===== config.mk =====
export PLATFORM = sky130hd
export DESIGN_NAME = data_convert_button
export DESIGN_NICKNAME = d
export VERILOG_FILES = /design/src/rtl/data_convert_button.sv
export SDC_FILE = /design/constraint.sdc
export NUM_CORES = 1
export LEC_CHECK = 0
export BUFFER_PORTS_ARGS = -buffer_cell sky130_fd_sc_hd__buf_2
export CAP_MARGIN = 15
export CELL_PAD_IN_SITES_DETAIL_PLACEMENT = 1
export CELL_PAD_IN_SITES_GLOBAL_PLACEMENT = 2
export CORE_ASPECT_RATIO = 1.5
export CORE_MARGIN = 4
export CORE_UTILIZATION = 35
export DETAILED_ROUTE_END_ITERATION = 8
export PLACE_DENSITY = 0.84
export SYNTH_ARGS = -nofsm -noshare
export SYNTH_HDL_FRONTEND = slang
export SYNTH_SLANG_ARGS = --single-unit
export TNS_END_PERCENT = 30

===== constraint.sdc =====
create_clock -name clock -period 2.45 [get_ports clock]
set_input_delay 0.245 -clock clock [delete_from_list [all_inputs] [get_ports clock]]
set_output_delay 0.245 -clock clock [all_outputs]
set_load 0.05 [all_outputs]

===== src/rtl/data_convert_button.sv =====
// Button-code to one-hot pulse converter: 1-cycle latency from write to buttonOut, PULSE_LEN high, GAP_LEN idle.
// Codes offered while the buffer is full (and not popping) are dropped; define DATA_CONVERT_BUTTON_FIFO_EN for a 4-deep FIFO.
module data_convert_button #(
  parameter int unsigned PULSE_LEN = 2,
  parameter int unsigned GAP_LEN   = 1
) (
  input  logic       clock,
  input  logic       reset,
  input  logic [1:0] dataIn,
  input  logic       dataValid,
  output logic [3:0] buttonOut,
  output logic       busy,
  output logic       full,
  output logic       dataDrop
);

  typedef enum logic [1:0] {IDLE, PULSE, GAP} state_t;

  state_t     state_q, state_d;
  logic [7:0] count_q, count_d;
  logic [3:0] out_q, out_d;
  logic       drop_q, drop_d;
  logic       pop, push, buf_empty, buf_full;
  logic [1:0] head;

  // A pop frees a slot on the same edge, so a full buffer can still accept.
  assign push   = dataValid && (!buf_full || pop);
  assign drop_d = dataValid && !push;

`ifdef DATA_CONVERT_BUTTON_FIFO_EN
  logic [1:0] mem_q [4];
  logic [1:0] rd_ptr_q, wr_ptr_q;
  logic [2:0] cnt_q;

  assign buf_empty = (cnt_q == 3'd0);
  assign buf_full  = (cnt_q == 3'd4);
  assign head      = mem_q[rd_ptr_q];

  always_ff @(posedge clock or negedge reset) begin
    if (!reset) begin
      rd_ptr_q <= 2'd0;
      wr_ptr_q <= 2'd0;
      cnt_q    <= 3'd0;
    end else begin
      if (push) wr_ptr_q <= wr_ptr_q + 2'd1;
      if (pop)  rd_ptr_q <= rd_ptr_q + 2'd1;
      cnt_q <= cnt_q + {2'b00, push} - {2'b00, pop};
    end
  end

  always_ff @(posedge clock) begin
    if (push) mem_q[wr_ptr_q] <= dataIn;
  end
`else
  logic [1:0] hold_q;
  logic       hold_vld_q;

  assign buf_empty = !hold_vld_q;
  assign buf_full  = hold_vld_q;
  assign head      = hold_q;

  always_ff @(posedge clock or negedge reset) begin
    if (!reset) begin
      hold_q     <= 2'd0;
      hold_vld_q <= 1'b0;
    end else if (push) begin
      hold_q     <= dataIn;
      hold_vld_q <= 1'b1;
    end else if (pop) begin
      hold_vld_q <= 1'b0;
    end
  end
`endif

  always_ff @(posedge clock or negedge reset) begin
    if (!reset) begin
      state_q <= IDLE;
      count_q <= 8'd0;
      out_q   <= 4'b0000;
      drop_q  <= 1'b0;
    end else begin
      state_q <= state_d;
      count_q <= count_d;
      out_q   <= out_d;
      drop_q  <= drop_d;
    end
  end

  // Emptiness is sampled from registered state, so a same-edge write is only seen next edge.
  always_comb begin
    state_d = state_q;
    count_d = count_q;
    pop     = 1'b0;
    unique case (state_q)
      IDLE: begin
        if (!buf_empty) begin
          pop     = 1'b1;
          state_d = PULSE;
          count_d = 8'(PULSE_LEN - 1);
        end
      end
      PULSE: begin
        if (count_q == 8'd0) begin
          state_d = GAP;
          count_d = 8'(GAP_LEN - 1);
        end else begin
          count_d = count_q - 8'd1;
        end
      end
      GAP: begin
        if (count_q == 8'd0) begin
          if (!buf_empty) begin
            pop     = 1'b1;
            state_d = PULSE;
            count_d = 8'(PULSE_LEN - 1);
          end else begin
            state_d = IDLE;
          end
        end else begin
          count_d = count_q - 8'd1;
        end
      end
      default: begin
        state_d = IDLE;
        count_d = 8'd0;
      end
    endcase
  end

  always_comb begin
    out_d = 4'b0000;
    if (pop) begin
      out_d = 4'b0001 << head;
    end else if (state_d == PULSE) begin
      out_d = out_q;
    end
  end

  assign buttonOut = out_q;
  assign dataDrop  = drop_q;
  assign full      = buf_full;
  assign busy      = (state_q != IDLE) || !buf_empty;

endmodule

Word level (Yosys, flattened, before mapping). Index checks and enable logic that the tools add are counted.

Reductions and logical operators: 10. $add $sub $neg: 1. Shift-type cells: 1. Order comparisons: 0. Multipliers: 0. Mux-type cells: 16. Equal/unequal tests: 4. Bitwise gates (word level): 0. Div/mod/pow operators: 0.

Operators with widths (number): 8-bit 2-to-1 mux (3); 8-bit case mux with 3 select lines (1); 8-bit logical NOT (1); 4-bit 2-to-1 mux (2); 8-bit by 1-bit subtractor with 8-bit output (second input constant) (1); 2-bit 2-to-1 mux (3); 2-bit case mux with 3 select lines (1); 1-bit 2-to-1 mux (5); 2-bit by 1-bit == test with 1-bit output (second input constant) (2); 2-bit nonzero test (2); 1-bit by 2-bit left shift with 4-bit output (first input constant) (1); 2-bit == test (second input constant) (1); 1-bit logical AND (2); 1-bit logical NOT (2); 2-bit logical NOT (1); 1-bit logical OR (2); 2-bit != test (second input constant) (1); 1-bit case mux with 2 select lines (1).

Output and inout bits: 7. Bits in read-only memories: 0. RAM bits: 0. Register bits: 18. Logic and storage cells: 38. Memories: 0. Latch bits: 0. Input bits: 5.

Depth between registers and ports, before layout. Gate-level depths: netlist (run 1).

Word-level depth: 7. Gate-level depth with buffers: 6. Gate-level depth less buffers: 6.

Worst setup path before layout (run 1). Ideal clock, no wire load.

Kind: register -> register. Start point: register hold_vld_q, in the netlist full. End point: register count_q[7]. Stages on the path, launching flop included: 6. Required time: 2.329 ns. Arrival: 1.801 ns. Path buffers: 1. Path slack: 0.528 ns. Setup time: 0.121 ns. Clock period less this slack: 1.922 ns. Cells stage by stage: dfrtp_1 -> clkbuf_1 -> nor3_1 -> inv_1 -> o21ai_0 -> a22o_1.

Longest elaborated chain between the ends: 3.

Ends and longest elaborated chain: from (decl) (RTL line 56) `logic hold_vld_q;`; from (signal assigned) (RTL line 65) `hold_vld_q <= 1'b0;`; from (signal assigned) (RTL line 68) `hold_vld_q <= 1'b1;`; from (signal assigned) (RTL line 70) `hold_vld_q <= 1'b0;`; 8-bit 2-to-1 mux (*); 8-bit 2-to-1 mux; 8-bit case mux with 3 select lines (*); via count_d[7] (RTL line 20) `logic [7:0] count_q, count_d;`; to (signal assigned) (RTL line 83) `count_q <= count_d;`; to (decl) (RTL line 20).

Mark *: on every way through the listed nets, which the timed path passes. The rest lies on a longest branch. A chain may end at the register's enable or synchronous reset.

Worst setup path after layout (run 1).
Start point: register count_q[0]. End point: register hold_q[0], in the netlist head[0].

Longest elaborated chain between the ends: 5.

Ends and longest elaborated chain: 8-bit logical NOT (RTL line 111) `if (count_q == 8'd0) begin`; 1-bit 2-to-1 mux (RTL line 111); 1-bit case mux with 2 select lines (RTL line 94) `unique case (state_q)`; 1-bit logical OR (RTL line 27) `assign push = dataValid && (!buf_full || pop);`; 1-bit logical AND (RTL line 27); to (signal assigned) (RTL line 67) `hold_q <= dataIn;`; to (decl) (RTL line 55) `logic [1:0] hold_q;`.

Every way passes these cells.

==> results of run 1 <==
[kinds of logic (layout without fill, tap and decap cells)]
| family | after synthesis | after routing | share of synthesized area [%] |
|---|---|---|---|
| adder cells (fa/ha/maj) | 1 | 1 | 1.319 |
| AND/OR/NAND/NOR | 31 | 31 | 21.50 |
| buffers and inverters | 9 | 23 | 3.563 |
| AO/OA/AOI/OAI | 25 | 25 | 19.53 |
| XOR/XNOR | 1 | 1 | 0.9237 |
| flip-flops | 18 | 18 | 47.49 |
| multiplexers | 5 | 5 | 5.673 |
[layout make-up]
type	instances	share of cell area, %
multi-input cells	63	42.94
clock buffers	3	2.083
well taps	36	4.167
inverters	7	2.431
flip-flops and latches	18	41.67
repair buffers	13	6.713
[cells in the mapped netlist (3+ instances only)]
cell type / count
o21ai_0: 5
dfrtp_1: 18
nor2_1: 8
inv_1: 7
a21oi_1: 6
nand2_1: 9
nor3_1: 3
a22o_1: 3
[state kept, by name, summed over array words and instances, names as in the netlist]
| signal | count |
|---|---|
| dataDrop | 1 |
| buttonOut | 4 |
| head | 2 |
| count_q | 8 |
| state_q | 2 |
| full | 1 |
[report_power, final]
part	total [mW]	internal, mW	switching, mW
logic	0.696	0.274	0.423
clock network	0.145	0.0571	0.0883
registers	0.598	0.422	0.176
total	1.44	0.753	0.687
[routing by layer]
layer / GRT usage [%] / part of all wire, % / vias to the layer above
met2: 24.42 / 57 / 9
met5: 0 / 0 / -
met3: 2.911 / 2.4 / 2
met4: 8.084 / 1.2 / 0
li1: - / - / 354
met1: 14.64 / 39 / 379
[metrics by stage]
| stage | hold slack, ns | power, mW | cells |
|---|---|---|---|
| finish | 0.1675 | 1.440 | 140 |
| global route | 0.1567 | 1.575 | 140 |
| CTS | 0.1600 | 1.459 | 140 |
| detailed placement | 0.2031 | 1.308 | 136 |
| global placement | 0.1979 | 1.280 | 136 |
| floorplan | -0.05059 | 1.131 | 90 |
[final timing paths]
check,endpoint,startpoint,cells past startpoint,slack (ns)
worst max register to register,head[0],count_q[0],6,0.45
worst min register to register,buttonOut[2],buttonOut[2],1,0.49
min in group asynchronous,count_q[3],reset,2,0.40
worst min-delay path,head[0],dataIn[0],2,0.17
max in group asynchronous,buttonOut[1],reset,2,1.76
worst max-delay path,head[0],count_q[0],6,0.45
[worst max-delay path: cells and delay by family (launching register included)]
family	cells	cell delay [ns]
buffers and inverters	1	0.10
muxes	1	0.32
AOI/OAI and AO/OA	2	0.39
DFF	1	0.45
and+or+nand+nor	1	0.43
adders and majority gates	1	0.21
==> impl_results.rst, run 1 <==
.. list-table::
   :header-rows: 1

   * - Metric
     - Value
   * - Die outline height
     - 71.76 microns
   * - Power per unit of standard cell area
     - 1332 nW/um^2
   * - Yosys warnings
     - 0
   * - Register area share after synthesis
     - 47.49%
   * - Detailed placer's ending HPWL
     - 1.567 mm
   * - Worst slack, placed
     - 0.4724 ns
   * - Sinks on Clock Net
     - 18
   * - Average footprint of a synthesized cell
     - 10.54 sq um
   * - Area of placed instances
     - 1049 sq um
   * - Transition time of the tightest slew-check pin
     - 0.6026 ns
   * - Endpoint class of the critical path
     - flop
   * - Clock buffers created by TritonCTS
     - 3
   * - Cell type with the highest aggregate area in the netlist
     - dfrtp_1
   * - Number of library cell types mapped by synthesis
     - 32
   * - Slowest stage cell on the critical path
     - dfrtp_1
   * - Buffer count from post-CTS setup fixing
     - 0
   * - Tightest Hold Check Type
     - input pin to flop
   * - Hold Buf Count CTS
     - 1
   * - Core box area
     - 2532 sq um
   * - Violation count after the first detailed-route iteration
     - 11
   * - Final weighted congestion of routability-driven global placement
     - 0.7651
   * - Cell types occupying the most area after synthesis
     - dfrtp_1 (47%), nor4b_4 (5.0%), nand2_1 (3.6%)
   * - Setup tns final
     - 0 ns
   * - Cells after synthesis
     - 90
   * - Initial antenna violation count
     - 0
   * - TritonRoute pass-1 iters
     - 4
   * - Overall global routing resource usage
     - 13.75%
   * - CTS max path bufs
     - 2
   * - Effective utilization at floorplan
     - 37.45%
   * - Result of the run
     - completed
   * - Sequential cell area
     - 450.4 sq um
   * - Clock tree from TritonCTS
     - built
   * - Level count of the clock H-tree
     - 1
   * - Critical path class
     - flop to flop
   * - Highest clock frequency the design can meet
     - 499.6 MHz
   * - Total via count after detailed routing
     - 744
   * - Total of endpoints with negative setup slack in the final report
     - 0
   * - Share of async-settable or async-resettable flops after synthesis
     - 100.0%
   * - DRC
     - 0
   * - Post-Route Skew
     - 0.005334 ns
   * - Total count of hold-check failures in the final report
     - 0
   * - Crit path launch type
     - flop
   * - Worst VDD drop
     - 589.6 uV
   * - Multi-input combinational cell area
     - 464.2 sq um
   * - Library cell used as clock root buffer
     - clkbuf_4
   * - Commonest cells after routing, fill and taps aside
     - dfrtp_1 (18), buf_2 (11), nand2_1 (9), nor2_1 (8), inv_1 (7)
   * - Maximum number of pins on one net before global-route repair
     - 19
   * - Arrival time of the worst setup path
     - 2.18 ns
   * - Slew Limit Headroom
     - 59.52%
   * - Critical path peak fanout
     - 9
   * - Number of filler cells placed in the layout
     - 311
   * - Critical-path cell list
     - inv_1 -> ha_1 -> nor4b_4 -> a21boi_4 -> a21oi_4 -> mux2_1
   * - Avg WL per Cell
     - 14.64 microns
   * - Clock slew seen by the registers of the worst setup and hold paths
     - 0.10 ns
   * - Total congestion overflow
     - 0
   * - Wire length after detailed routing
     - 2.049 mm
   * - Worst EP required
     - 2.63 ns
   * - Count of pins on the block boundary
     - 12
   * - MaxCap Viol Count
     - 0
   * - Setup repair after global routing missed its margin
     - no
   * - Finished Core Util
     - 42.69%
   * - Area share of the leading cell type in the synthesized netlist
     - 47.49%
   * - Commonest non-fill, non-tap cell in the layout
     - dfrtp_1
   * - Number of port buffers
     - 11
   * - Net count of the mapped netlist
     - 96
   * - Count of instances resized after the clock tree is built
     - 0
   * - Count of pins over their slew limit
     - 0
   * - Final min period
     - 2.002 ns
   * - Die outline width
     - 50.50 microns
   * - Standard-cell rows
     - 22
   * - Global-route wire length before repair
     - 3.774 mm
   * - LEAKAGE
     - 0.5093 nW
   * - Yosys reg bits
     - 18
   * - Netlist area before placement
     - 948.4 sq um
   * - Worst Slack Setup Final
     - 0.4482 ns
   * - Nets
     - 112
   * - Primary FF master, synth
     - dfrtp_1
   * - Latest clock arrival within the worst-skew pair
     - 0.29 ns
   * - Final critical-path share of the clock period
     - 81.71%
   * - Crit-path max cell delay
     - 0.45 ns
   * - Area delta synth->final
     - 13.98%
   * - Antenna diode count
     - 0
   * - Detail Route Antenna Nets
     - 0
   * - Count of flip-flops with a built-in enable after synthesis
     - 0
   * - Final design instance area without fill
     - 1081 sq um
   * - Vias in the first global route
     - 825
   * - Floorplan die area
     - 3624 sq um
   * - Fraction of layout instances using a drive strength above 1
     - 24.04%
   * - Via density per instance
     - 5.314
(Power assumes the default switching activity.)
==> inputs of run 2 (changes only) <==
--- a/config.mk
+++ b/config.mk
@@ -11,9 +11,9 @@
 export CELL_PAD_IN_SITES_GLOBAL_PLACEMENT = 2
 export CORE_ASPECT_RATIO = 1.5
 export CORE_MARGIN = 4
-export CORE_UTILIZATION = 35
+export CORE_UTILIZATION = 32
 export DETAILED_ROUTE_END_ITERATION = 8
-export PLACE_DENSITY = 0.84
+export PLACE_DENSITY = 0.81
 export SYNTH_ARGS = -nofsm -noshare
 export SYNTH_HDL_FRONTEND = slang
 export SYNTH_SLANG_ARGS = --single-unit
==> constraint.sdc (replaced) <==
create_clock -name clock -period 1.7 [get_ports clock]
set_input_delay 0.17 -clock clock [delete_from_list [all_inputs] [get_ports clock]]
set_output_delay 0.17 -clock clock [all_outputs]
set_load 0.05 [all_outputs]
==> run 2 against run 1 <==
  * Sequential power is 37% higher
  * First-iteration DRC count unchanged
  * Maximum frequency rose by 23%
  * Clock skew down 0.0044 ns
  * Setup slack worse by 0.38 ns
  * Clock-buffer cell count is 1 higher
  * Hold slack got worse by 0.047 ns
  * Cell area up 17%
  * Power grew 76%
  * Global-route usage up 0.059 points
  * Combinational power is 95% higher
  * Non-clock buffer count is 14 higher
  * Largest power group unchanged
==> impl_results.rst, run 2 (same netlist as run 1, synthesis figures left out) <==
.. list-table::
   :header-rows: 1

   * - Metric
     - Value
   * - Sinks on Clock Net
     - 18 (unchanged)
   * - Total congestion overflow
     - 0 (unchanged)
   * - Total via count after detailed routing
     - 769 (+3.4%)
   * - Setup repair after global routing missed its margin
     - yes
   * - Global-route wire length before repair
     - 3.974 mm (+5.3%)
   * - Core box area
     - 2763 sq um (+9.1%)
   * - Vias in the first global route
     - 866 (+5.0%)
   * - Clock tree from TritonCTS
     - built
   * - Arrival time of the worst setup path
     - 1.78 ns (-0.40 ns)
   * - Overall global routing resource usage
     - 13.81% (+0.059 points)
   * - GRT Max-Usage Layer
     - met2
   * - Number of filler cells placed in the layout
     - 330 (+6.1%)
   * - Met1 capacity usage during global routing
     - 15.61% (+0.97 points)
   * - MaxCap Viol Count
     - 0 (unchanged)
   * - Floorplan die area
     - 3917 sq um (+8.1%)
   * - Endpoint class of the critical path
     - flop
   * - Area delta synth->final
     - 33.11%
   * - Count of pins over their slew limit
     - 0 (unchanged)
   * - PnR Total Power
     - 2.535 mW (+76%)
   * - Maximum number of pins on one net before global-route repair
     - 19 (unchanged)
   * - Latest clock arrival within the worst-skew pair
     - 0.26 ns (-0.03 ns)
   * - Clock buffers created by TritonCTS
     - 3 (unchanged)
   * - Library cell used as clock root buffer
     - clkbuf_8
   * - Post-Route Skew
     - 0.0009772 ns (-0.004357 ns)
   * - Highest clock frequency the design can meet
     - 612.8 MHz (+23%)
   * - Final min period
     - 1.632 ns (-0.3698 ns)
   * - Number of port buffers
     - 11 (unchanged)
   * - Total count of hold-check failures in the final report
     - 0 (unchanged)
   * - Die outline height
     - 74.68 microns (+4.1%)
   * - Commonest cells after routing, fill and taps aside
     - dfrtp_1 (17), buf_4 (14), buf_2 (11), nand2_1 (9), nor2_1 (8)
   * - Power per unit of standard cell area
     - 2008 nW/um^2 (+51%)
   * - Via density per instance
     - 4.929 (-7.2%)
   * - Standard-cell rows
     - 23 (+4.5%)
   * - Final critical-path share of the clock period
     - 96.00% (+14 points)
   * - Commonest non-fill, non-tap cell in the layout
     - dfrtp_1
   * - Fraction of layout instances using a drive strength above 1
     - 39.50% (+15 points)
   * - Transition time of the tightest slew-check pin
     - 0.4168 ns (-0.1858 ns)
   * - Register containing the most flip-flops in the final layout
     - count_q
   * - Critical-path cell list
     - buf_4 -> or4_4 -> nor4_4 -> o21ai_1 -> a22o_1
   * - Met3 GRT Util
     - 3.168% (+0.26 points)
   * - GR Layer Usage met2
     - 24.45% (+0.029 points)
   * - Final worst hold slack
     - 0.1207 ns (-0.04677 ns)
   * - Largest delay share family, worst path
     - simple AND/OR/NAND/NOR gates
   * - Slowest stage cell on the critical path
     - or4_4
   * - Die outline width
     - 52.45 microns (+3.9%)
   * - Detailed placer's ending HPWL
     - 1.706 mm (+8.9%)
   * - TritonRoute pass-1 iters
     - 4 (unchanged)
   * - Critical path class
     - flop to flop
   * - Avg WL per Cell
     - 14.81 microns (+1.2%)
   * - Finished Core Util
     - 45.70% (+3.0 points)
   * - Final std cells w/o fill
     - 156 (+11%)
   * - Worst VDD drop
     - 838.5 uV (+42%)
   * - Effective utilization at floorplan
     - 34.33% (-3.1 points)
   * - Initial antenna violation count
     - 0 (unchanged)
   * - Tightest Hold Check Type
     - input pin to flop
   * - Violation count after the first detailed-route iteration
     - 11 (unchanged)
   * - Number of flip-flops in the largest register
     - 8 (unchanged)
   * - Worst EP required
     - 1.85 ns (-0.78 ns)
   * - Crit path launch type
     - flop
   * - Clock slew seen by the registers of the worst setup and hold paths
     - 0.07 ns (-0.03 ns)
   * - Antenna diode count
     - 0 (unchanged)
   * - Wire length after detailed routing
     - 2.310 mm (+13%)
   * - Area of placed instances
     - 1140 sq um (+8.7%)
   * - Result of the run
     - completed
   * - DRC
     - 0 (unchanged)
   * - R2R setup slack
     - 0.07 ns (-0.38 ns)
   * - Count of pins on the block boundary
     - 12 (unchanged)
   * - Slew Limit Headroom
     - 72.21% (+13 points)
   * - Total of endpoints with negative setup slack in the final report
     - 0 (unchanged)
   * - Detail Route Antenna Nets
     - 0 (unchanged)
   * - Crit-path max cell delay
     - 0.50 ns (+0.05 ns)
   * - Final weighted congestion of routability-driven global placement
     - 0.7623 (-0.37%)
   * - Level count of the clock H-tree
     - 1 (unchanged)
   * - Critical path peak fanout
     - 5 (-4)
   * - Nets
     - 126 (+13%)
   * - LEAKAGE
     - 0.6005 nW (+18%)
   * - Bufs and invs on worst path
     - 1 (unchanged)
   * - CTS max path bufs
     - 2 (unchanged)
   * - Final design instance area without fill
     - 1262 sq um (+17%)
   * - Number of placed cells counting well taps
     - 147 (+8.1%)
[run 2: cell types whose count changed in the layout (fill, tap and decap cells not counted), sizes merged]
cell	before	now
buf	12	26
clkbuf	3	4
[run 2: cell type report]
class                           instances  area, sq um  area share [%]
Inverter                                7        26.28           2.081
Sequential cell                        18        451.7           35.78
Clock buffer                            4        55.05           4.361
Multi-Input combinational cell         63        493.0           39.05
Tap cell                               37        46.29           3.667
Timing Repair Buffer                   27        190.2           15.06
[run 2: worst reg2reg max path: stages (launching register included)]
cell     delay (ns)
dfrtp_1        0.39
buf_4          0.16
or4_4          0.51
nor4_4         0.18
o21ai_1        0.11
a22o_1         0.18
[run 2: timing repair]
| action | CTS | global route |
|---|---|---|
| pin swaps | 3 | 3 |
| hold buffers | 1 | 0 |
| endpoints found under the setup margin | 9 | 14 |
| hold endpoints to repair | 18 | 0 |
| resized for setup | 4 | 5 |
| buffers inserted | 1 | 3 |
[run 2: path summary, 6_finish.rpt]
path / from / endpoint / cells past startpoint
setup reg to reg: count_q[0] / count_q[7] / 5
hold reg to reg: buttonOut[2] / buttonOut[2] / 1
min in group asynchronous: reset / count_q[3] / 2
hold / removal: dataValid / full / 3
max in group asynchronous: reset / count_q[2] / 2
setup / recovery: count_q[0] / count_q[7] / 5
[run 2: report_power, final]
part / internal (mW) / switching [mW] / total, mW
registers: 0.612 / 0.204 / 0.817
clock network: 0.206 / 0.150 / 0.356
logic: 0.616 / 0.747 / 1.36
[run 2: metrics by stage]
step / setup WS [ns] / setup TNS (ns)
after floorplan: -0.09181 / -0.2481
after global placement: -0.01572 / -0.04571
after detailed placement: -0.07681 / -0.4037
after CTS: 0.007739 / 0
after global routing: -0.04665 / -0.1860
final: 0.06807 / 0
[run 2: metal layers]
metal	share of wire, %	wire, microns
met1	39	902
met2	57	1306
met3	2.5	57
met4	1.9	44
met5	0	0
==> inputs of run 3 (changes only) <==
--- a/config.mk
+++ b/config.mk
@@ -13,7 +13,7 @@
 export CORE_MARGIN = 4
 export CORE_UTILIZATION = 32
 export DETAILED_ROUTE_END_ITERATION = 8
-export PLACE_DENSITY = 0.81
+export PLACE_DENSITY_LB_ADDON = 0.1
 export SYNTH_ARGS = -nofsm -noshare
 export SYNTH_HDL_FRONTEND = slang
 export SYNTH_SLANG_ARGS = --single-unit
==> run 3 against run 2 <==
  * Clock power barely moved
  * Non-clock buffer count rose by 6
  * Flip-flop and latch count did not move
  * Hold slack improved by 0.0060 ns
  * Clock-buffer cell count did not move
  * Register-to-register slack barely moved
  * Sequential share of layout area fell by 1.4 points
  * Maximum frequency fell by 0.60%
  * Routed wire length rose by 1.5%
  * Final cell count rose by 3.8%
  * First-iteration DRC count rose by 9.1%
  * Largest power group unchanged
  * Setup slack got worse by 0.0099 ns
==> impl_results.rst, run 3 (same netlist as run 1, synthesis figures left out) <==
.. list-table::
   :header-rows: 1

   * - Metric
     - Value
   * - Bufs and invs on worst path
     - 2 (+1)
   * - Final std cells w/o fill
     - 162 (+3.8%)
   * - Area delta synth->final
     - 38.52%
   * - Finished Core Util
     - 47.55% (+1.9 points)
   * - Crit-path max cell delay
     - 0.39 ns (-0.11 ns)
   * - Final weighted congestion of routability-driven global placement
     - 0.7393 (-3.0%)
   * - Wire length after detailed routing
     - 2.344 mm (+1.5%)
   * - Nets
     - 132 (+4.8%)
   * - Sinks on Clock Net
     - 18 (unchanged)
   * - Detail Route Antenna Nets
     - 0 (unchanged)
   * - Total via count after detailed routing
     - 807 (+4.9%)
   * - Effective utilization at floorplan
     - 34.33% (unchanged)
   * - Worst EP required
     - 1.85 ns (about the same)
   * - Setup repair after global routing missed its margin
     - yes
   * - Library cell used as clock root buffer
     - clkbuf_8
   * - Worst slack, placed
     - -0.04712 ns (+0.02969 ns)
   * - GR Layer Usage met2
     - 25.28% (+0.83 points)
   * - GRT Max-Usage Layer
     - met2
   * - Worst VDD drop
     - 887.2 uV (+5.8%)
   * - Tightest Hold Check Type
     - input pin to flop
   * - Global-route wire length before repair
     - 4.091 mm (+2.9%)
   * - Total congestion overflow
     - 0 (unchanged)
   * - Critical path class
     - flop to flop
   * - Via density per instance
     - 4.981 (+1.1%)
   * - Vias in the first global route
     - 912 (+5.3%)
   * - Clock tree from TritonCTS
     - built
   * - Fraction of layout instances using a drive strength above 1
     - 42.40% (+2.9 points)
   * - Number of filler cells placed in the layout
     - 327 (-0.91%)
   * - Violation count after the first detailed-route iteration
     - 12 (+1)
   * - Die outline width
     - 52.45 microns (unchanged)
   * - Largest delay share family, worst path
     - simple AND/OR/NAND/NOR gates
   * - TritonRoute pass-1 iters
     - 4 (unchanged)
   * - Post-Route Skew
     - 0.002040 ns (+0.001063 ns)
   * - Critical-path cell list
     - inv_2 -> ha_4 -> nor4b_4 -> buf_4 -> and2_4 -> nor3b_4 -> a22o_1
   * - Transition time of the tightest slew-check pin
     - 0.4423 ns (+0.02551 ns)
   * - Met1 capacity usage during global routing
     - 16.08% (+0.47 points)
   * - Number of placed cells counting well taps
     - 155 (+5.4%)
   * - CTS max path bufs
     - 2 (unchanged)
   * - Die outline height
     - 74.68 microns (unchanged)
   * - Standard-cell rows
     - 23 (unchanged)
   * - LEAKAGE
     - 0.6313 nW (+5.1%)
   * - Critical path peak fanout
     - 5 (unchanged)
   * - MaxCap Viol Count
     - 0 (unchanged)
   * - Clock buffers created by TritonCTS
     - 3 (unchanged)
   * - Highest clock frequency the design can meet
     - 609.1 MHz (-0.60%)
   * - DRC
     - 0 (unchanged)
   * - Final min period
     - 1.642 ns (+0.009931 ns)
   * - Clock slew seen by the registers of the worst setup and hold paths
     - 0.07 ns (about the same)
   * - Crit path launch type
     - flop
   * - Overall global routing resource usage
     - 14.17% (+0.35 points)
   * - Final critical-path share of the clock period
     - 96.58% (+0.58 points)
   * - Arrival time of the worst setup path
     - 1.79 ns (about the same)
   * - Commonest non-fill, non-tap cell in the layout
     - buf_4
   * - Latest clock arrival within the worst-skew pair
     - 0.25 ns (about the same)
   * - Antenna diode count
     - 0 (unchanged)
   * - Slew Limit Headroom
     - 70.30% (-1.9 points)
   * - Initial antenna violation count
     - 0 (unchanged)
   * - Total of endpoints with negative setup slack in the final report
     - 0 (unchanged)
   * - Commonest cells after routing, fill and taps aside
     - buf_4 (19), dfrtp_1 (17), buf_2 (11), nand2_1 (9), nor2_1 (8)
   * - Maximum number of pins on one net before global-route repair
     - 19 (unchanged)
   * - Endpoint class of the critical path
     - flop
   * - Setup tns final
     - 0 ns (unchanged)
   * - Detailed placer's ending HPWL
     - 1.805 mm (+5.8%)
   * - Count of pins on the block boundary
     - 12 (unchanged)
   * - Met3 GRT Util
     - 2.178% (-0.99 points)
   * - PnR Total Power
     - 2.614 mW (+3.1%)
   * - Register containing the most flip-flops in the final layout
     - count_q
   * - Result of the run
     - completed
   * - Total count of hold-check failures in the final report
     - 0 (unchanged)
   * - Power per unit of standard cell area
     - 1990 nW/um^2 (-0.91%)
   * - Count of pins over their slew limit
     - 0 (unchanged)
   * - Slowest stage cell on the critical path
     - dfrtp_1
   * - Level count of the clock H-tree
     - 1 (unchanged)
   * - Number of port buffers
     - 11 (unchanged)
   * - Floorplan die area
     - 3917 sq um (unchanged)
   * - Worst Slack Setup Final
     - 0.05814 ns (-0.009931 ns)
   * - Avg WL per Cell
     - 14.47 microns (-2.3%)
   * - Number of flip-flops in the largest register
     - 8 (unchanged)
   * - Core box area
     - 2763 sq um (unchanged)
## run 3: cell count changes in the layout (fill, tap and decap cells not counted), moves of 2 or more
cell and change:
buf_4 +5, buf_6 +2, mux2_1 +2, mux2_4 -2
## run 3: path summary, 6_finish.rpt
path | startpoint | cells after the start | endpoint | slack (ns)
worst min register to register | buttonOut[3] | 1 | buttonOut[3] | 0.48
max in group asynchronous | reset | 2 | count_q[2] | 1.01
worst max register to register | count_q[1] | 7 | buttonOut[1] | 0.06
min in group asynchronous | reset | 2 | count_q[3] | 0.38
worst min-delay path | dataValid | 3 | full | 0.13
worst max-delay path | count_q[1] | 7 | buttonOut[1] | 0.06
## run 3: layer usage
layer	share of wire, %	vias up	wire, microns
met5	0	-	0
met4	2.2	0	52
met3	2.8	5	65
met2	55	15	1283
met1	40	394	942
li1	-	393	-
## run 3: stage by stage
| stage | hold slack (ns) | area (sq um) |
|---|---|---|
| after floorplan | -0.1256 | 950.9 |
| after global placement | 0.1307 | 1187 |
| after detailed placement | 0.1347 | 1187 |
| after CTS | 0.1226 | 1261 |
| after global routing | 0.1478 | 1314 |
| final | 0.1268 | 1314 |
## run 3: worst min-delay path: cells and delay by family
family	cells	cell delay, ns
buffers and inverters	2	0.13
AND/OR/NAND/NOR	1	0.05
## run 3: final cells by class
cell class                      count  area [sq um]  area share (%)
Clock buffer                        4         55.05           4.190
Inverter                            7         26.28           2.000
Multi-Input combinational cell     63         504.2           38.38
Sequential cell                    18         451.7           34.38
Tap cell                           37         46.29           3.524
Timing Repair Buffer               33         230.2           17.52
## run 3: repair_timing
item	in CTS	in global routing
endpoints found under the hold margin	18	0
gates resized for setup	2	11
setup buffers	0	2
hold buffers	1	0
cloned	0	0
endpoints found under the setup margin	3	16
pin swaps	1	5
## run 3: where the power goes
part	internal, mW	total (mW)	switching [mW]
registers	0.612	0.794	0.182
clock network	0.206	0.357	0.151
logic	0.670	1.46	0.794
